File: config.mk
export PLATFORM = sky130hd
export DESIGN_NAME = regfile_mp
export DESIGN_NICKNAME = d
export VERILOG_FILES = /design/src/rtl/regfile_mp.sv
export SDC_FILE = /design/constraint.sdc
export NUM_CORES = 2
export LEC_CHECK = 0
export ABC_AREA = 0
export BUFFER_PORTS_ARGS = -buffer_cell sky130_fd_sc_hd__buf_2
export CORE_UTILIZATION = 40
export CTS_BUF_LIST = sky130_fd_sc_hd__clkbuf_2 sky130_fd_sc_hd__clkbuf_4 sky130_fd_sc_hd__clkbuf_8
export DETAILED_ROUTE_END_ITERATION = 7
export PLACE_DENSITY = 0.52
export SLEW_MARGIN = 10
export SYNTH_ARGS = -nofsm -noshare
export SYNTH_HDL_FRONTEND = slang
export SYNTH_SLANG_ARGS = --single-unit
File: constraint.sdc
create_clock -name clk -period 4.9 [get_ports clk]
set_input_delay 0.98 -clock clk [delete_from_list [all_inputs] [get_ports clk]]
set_output_delay 0.98 -clock clk [all_outputs]
set_load 0.05 [all_outputs]
File: src/rtl/regfile_mp.sv
// regfile_mp: parametrised register file with NUM_RD read ports and two write
// ports, optional hardwired zero register, write-to-read bypass, optional
// registered read and a one-register-per-cycle bulk clear engine.
module regfile_mp #(
  parameter int unsigned WIDTH    = 32,
  parameter int unsigned DEPTH    = 32,
  parameter int unsigned NUM_RD   = 2,
  parameter bit          ZERO_REG = 1'b1,
  parameter bit          BYPASS   = 1'b1,
  parameter bit          READ_REG = 1'b0
) (
  input  logic                                 clk,
  input  logic                                 reset,
  input  logic [NUM_RD*$clog2(DEPTH)-1:0]      rd_addr,
  output logic [NUM_RD*WIDTH-1:0]              rd_data,
  input  logic [1:0]                           wr_en,
  input  logic [2*$clog2(DEPTH)-1:0]           wr_addr,
  input  logic [2*WIDTH-1:0]                   wr_data,
  input  logic                                 clear_req,
  output logic                                 clear_busy,
  output logic                                 clear_done
);

  localparam int unsigned AW = $clog2(DEPTH);

  typedef enum logic [1:0] {
    S_IDLE,
    S_CLEAR,
    S_DONE
  } state_t;

  state_t              state;
  logic [AW-1:0]       idx;
  logic [WIDTH-1:0]    mem [DEPTH];

  logic [AW-1:0]       wa [2];
  logic [WIDTH-1:0]    wd [2];
  logic [1:0]          wr_ok;
  logic                wr_open;
  logic [NUM_RD*WIDTH-1:0] rd_comb;

  // Address is inside the array and not the hardwired zero register
  function automatic logic addr_legal(input logic [AW-1:0] a);
    logic in_range;
    in_range = (AW+1)'(a) < (AW+1)'(DEPTH);
    return in_range && !(ZERO_REG && (a == '0));
  endfunction

  // Writes (and bypass) are blocked only while the clear engine is sweeping
  assign wr_open = (state != S_CLEAR);

  // Per write port: unpack address/data and qualify the enable
  for (genvar j = 0; j < 2; j++) begin : g_wr
    assign wa[j]    = wr_addr[j*AW +: AW];
    assign wd[j]    = wr_data[j*WIDTH +: WIDTH];
    assign wr_ok[j] = wr_en[j] && wr_open && addr_legal(wa[j]);
  end

  // Clear engine: IDLE -> CLEAR (DEPTH cycles) -> DONE (one cycle) -> IDLE
  always_ff @(posedge clk or negedge reset) begin
    if (!reset) begin
      state      <= S_IDLE;
      idx        <= '0;
      clear_busy <= 1'b0;
      clear_done <= 1'b0;
    end else begin
      case (state)
        S_IDLE: begin
          clear_done <= 1'b0;
          if (clear_req) begin
            state      <= S_CLEAR;
            idx        <= '0;
            clear_busy <= 1'b1;
          end
        end
        S_CLEAR: begin
          if (idx == AW'(DEPTH - 1)) begin
            state      <= S_DONE;
            clear_busy <= 1'b0;
            clear_done <= 1'b1;
          end else begin
            idx <= idx + AW'(1);
          end
        end
        S_DONE: begin
          state      <= S_IDLE;
          clear_done <= 1'b0;
        end
        default: begin
          state      <= S_IDLE;
          clear_busy <= 1'b0;
          clear_done <= 1'b0;
        end
      endcase
    end
  end

  // Storage: clear sweep has the array to itself; otherwise port 1 written last so it wins
  always_ff @(posedge clk or negedge reset) begin
    if (!reset) begin
      mem <= '{default: '0};
    end else if (state == S_CLEAR) begin
      mem[idx] <= '0;
    end else begin
      if (wr_ok[0]) mem[wa[0]] <= wd[0];
      if (wr_ok[1]) mem[wa[1]] <= wd[1];
    end
  end

  // Read ports: masked array read, then bypass with port-1 priority
  for (genvar i = 0; i < NUM_RD; i++) begin : g_rd
    logic [AW-1:0]    ra;
    logic [WIDTH-1:0] rv;

    assign ra = rd_addr[i*AW +: AW];

    // Select stored value or in-flight write data for this port
    always_comb begin
      rv = '0;
      if (addr_legal(ra)) rv = mem[ra];
      if (BYPASS && wr_ok[0] && (wa[0] == ra)) rv = wd[0];
      if (BYPASS && wr_ok[1] && (wa[1] == ra)) rv = wd[1];
    end

    assign rd_comb[i*WIDTH +: WIDTH] = rv;
  end

  if (READ_REG) begin : g_rd_reg
    logic [NUM_RD*WIDTH-1:0] rd_q;

    // One-cycle read latency: capture this cycle's read result
    always_ff @(posedge clk or negedge reset) begin
      if (!reset) rd_q <= '0;
      else        rd_q <= rd_comb;
    end

    assign rd_data = rd_q;
  end else begin : g_rd_comb
    assign rd_data = rd_comb;
  end

endmodule

==> results by group <==
Layout
  • Layout-stage area growth over the synthesis result: 13.4%
  • Share of cells above drive strength 1: 0.207
  • Nets: 8224
  • Final standard cell utilization of the core: 0.456

Route
  • Routed vias/inst: around 7.7
  • WL/cell: ~40 um
  • Drt first pass iters: 7
  • DRC marker count from the first detailed-route iteration: 14423
  • Post-route DRC violation count: 0
  • Routed via count: 83665
  • Count of antenna-violating nets left after detailed routing: 0
  • Total Wirelength: between 400 and 500 mm

Synthesis
  • Flip-flop cell with the highest count after synthesis: sky130_fd_sc_hd__dfrtp_1
  • Mean Syn Cell Area: slightly above 9 um^2
  • Ys async rst share: 1.00
  • EDFF count, synth: 0
  • Synth area leaders: sky130_fd_sc_hd__dfrtp_1 (33%), sky130_fd_sc_hd__mux4_2 (16%), sky130_fd_sc_hd__o31ai_1 (6.3%), sky130_fd_sc_hd__nor2_1 (4.4%), sky130_fd_sc_hd__clkbuf_1 (4.2%)
  • Post-Synthesis Cell Area: 77400 um^2
  • Cell variety after synth: 70
  • Largest area contributor in the synthesized netlist: sky130_fd_sc_hd__dfrtp_1
  • Number of register bits inferred by synthesis: between 1000 and 1500
  • Most used standard cells in the synthesized netlist: sky130_fd_sc_hd__dfrtp_1 (1033), sky130_fd_sc_hd__nor2_1 (909), sky130_fd_sc_hd__clkbuf_1 (865)
  • Library cell with the highest instance count after synthesis: sky130_fd_sc_hd__dfrtp_1
  • Number of nets produced by synthesis: 8613
  • Fraction of the yosys area taken by sequential cells: 0.334
  • Top cell type's share of synthesized area: 0.334
  • Post-synthesis cell count: 8519
  • Count of warnings emitted by yosys: 0

Worst setup path
  • Critical path type: primary input to output pin
  • CP arrival: 3940 ps
  • Kind of capture point of the worst setup path: output pin
  • Crit path max fanout: 43
  • Data required, critical path: between 3000 and 4000 ps
  • Type of origin of the critical path: primary input

GRT
  • Maximum number of pins on one net before global-route repair: 178
  • First-pass GRT wire length: approximately 620 mm
  • GRT Util Overall: 0.442
  • Initial antenna violation count: 42
  • Total congestion overflow after global routing: 0
  • Via count of the first global-routing pass: 79042

Timing
  • Clock tree skew after final layout: 48.3 ps
  • Relative slew slack: 0.0825
  • Share of the clock period used by the worst path after layout: 1.00
  • Min Hold Slack: 352 ps
  • Final setup margin: -21.4 ps
  • Max Clock Freq: around 200 MHz
  • Final-report hold violation count: 0
  • Actual transition at the worst max-transition pin: 1370 ps
  • Final min period: ~4900 ps
  • Final setup violating endpoints: 4
  • Pins over their slew limit: 0

Outcome
  • Violated checks: setup timing
  • Result of the run: complete, but fails checks

Clock network
  • Total CTS buffers: 198
  • Worst skew pair latency: approximately 1100 ps
  • CTS tree: done
  • Clock input transition at the sequential cells of the worst setup and hold paths: 70 ps
  • Root cell of the clock tree: sky130_fd_sc_hd__clkbuf_8
  • Number of levels in the clock H-tree: 4
  • Maximum number of buffers from clock root to sink: 3
  • Number of sinks driven by the clock tree: just over 1000

Run
  • Number of maximum-capacitance constraint violations: 0

Power and ir drop
  • Worst voltage drop across the vdd grid: 0.000380 V
  • Static power due to leakage: 36.7 nW
  • Areal power density over the cells: 414 nW/um^2

Worst hold path
  • Class of the tightest hold or removal check: primary input to register

Floorplanning
  • Die W: between 400 and 500 um
  • Total core area: 192000 um^2
  • Height of the chip: 442 um
  • Core Rows: 161
  • Die area: just under 200000 um^2
  • Initial cell density of the core: 0.402
  • I/O pin count: 155

Placed design
  • Placer Congestion: 0.947
  • Port Buf Inserts: between 150 and 200
  • Detailed Place HPWL: 256 mm
[layout make-up]
type / instances / area (um^2)
Fill cell: 18032 / 105000
Multi-Input combinational cell: 6212 / 47400
Clock inverter: 23 / 268
Clock buffer: 329 / 4150
Tap cell: 2526 / 3160
Timing Repair Buffer: 643 / 6730
Antenna cell: 27 / 67.6
Sequential cell: 1033 / 25800
Inverter: 42 / 158
[metrics by stage]
| step | power, mW | setup TNS, ps | std cells | worst slack [ps] | instance area, um^2 |
|---|---|---|---|---|---|
| floorplan | 19.4 | 0 | 8519 | 643 | 77400 |
| global placement | 25.2 | -1860 | 10453 | -326 | 83000 |
| detailed placement | 25.6 | -2110 | 10453 | -343 | 83000 |
| CTS | 35.5 | 0 | 10808 | 6.12 | 87600 |
| global route | 37.1 | -1.85 | 10822 | -1.85 | 87700 |
| finish | 36.3 | -51.9 | 10835 | -21.4 | 87800 |
[report_power, final]
group,total [mW],internal (mW),switching (mW)
Clock,10.0,5.60,4.41
Sequential,11.4,9.88,1.57
Combinational,14.9,4.95,9.91
[placed cells by master (no fill, tap or decap), types with 117 or more instances in the layout]
cell	count
sky130_fd_sc_hd__a21o_1	249
sky130_fd_sc_hd__a21oi_1	550
sky130_fd_sc_hd__a221oi_1	256
sky130_fd_sc_hd__a311oi_1	215
sky130_fd_sc_hd__buf_12	165
sky130_fd_sc_hd__buf_4	387
sky130_fd_sc_hd__clkbuf_8	270
sky130_fd_sc_hd__dfrtp_1	1033
sky130_fd_sc_hd__mux4_2	540
sky130_fd_sc_hd__nand2_1	788
sky130_fd_sc_hd__nor2_1	878
sky130_fd_sc_hd__o211a_1	153
sky130_fd_sc_hd__o21ai_0	372
sky130_fd_sc_hd__o21ai_1	204
sky130_fd_sc_hd__o22ai_1	117
sky130_fd_sc_hd__o31ai_1	644
[metal layers]
metal | vias to the layer above | wire length, um | track usage | share of wire
li1 | 32067 | - | - | -
met1 | 41668 | 153000 | 0.543 | 0.35
met2 | 7810 | 182000 | 0.616 | 0.41
met3 | 2096 | 68900 | 0.182 | 0.16
met4 | 24 | 39100 | 0.331 | 0.088
met5 | - | 254 | 0.000733 | 0.00057
[worst paths after layout]
| path | start | endpoint | slack (ps) | depth (start not counted) |
|---|---|---|---|---|
| setup / recovery | rd_addr[0] | rd_data[1] | -20 | 8 |
| hold / removal | clear_req | clear_busy | 350 | 3 |
| setup reg to reg | state[0] | mem[601] | 760 | 8 |
| hold reg to reg | mem[899] | mem[899] | 500 | 1 |
| max in group asynchronous | reset | mem[127] | 2980 | 3 |
| min in group asynchronous | reset | mem[966] | 530 | 2 |
[sequential cells by signal, summed over array words and instances, names as in the netlist]
| name | count |
|---|---|
| clear_done | 1 |
| clear_busy | 1 |
| mem | 1024 |
| state | 2 |
| idx | 5 |
[what timing repair did]
| item | in CTS | in global routing |
|---|---|---|
| endpoints found under the hold margin | 25 | 0 |
| hold buffers | 1 | 0 |
| resized for setup | 30 | 12 |
| setup endpoints to repair | 19 | 9 |
| buffers inserted | 2 | 0 |
[critical path, cell delays in order]
cell and delay [ps]:
sky130_fd_sc_hd__buf_8 350, sky130_fd_sc_hd__buf_12 340, sky130_fd_sc_hd__mux4_2 560, sky130_fd_sc_hd__o22ai_1 630, sky130_fd_sc_hd__nor4_1 160, sky130_fd_sc_hd__buf_4 180, sky130_fd_sc_hd__a221o_1 370, sky130_fd_sc_hd__buf_12 170
[cells by family after synthesis]
kind of cell               synth area share
buffers and inverters                0.0679
and+or+nand+nor                       0.134
muxes                                 0.158
DFF                                   0.334
AOI/OAI and AO/OA                     0.303
adders and majority gates          0.000809
xor gates and xnor gates            0.00226
No activity file was read; power rests on OpenSTA's default activity.
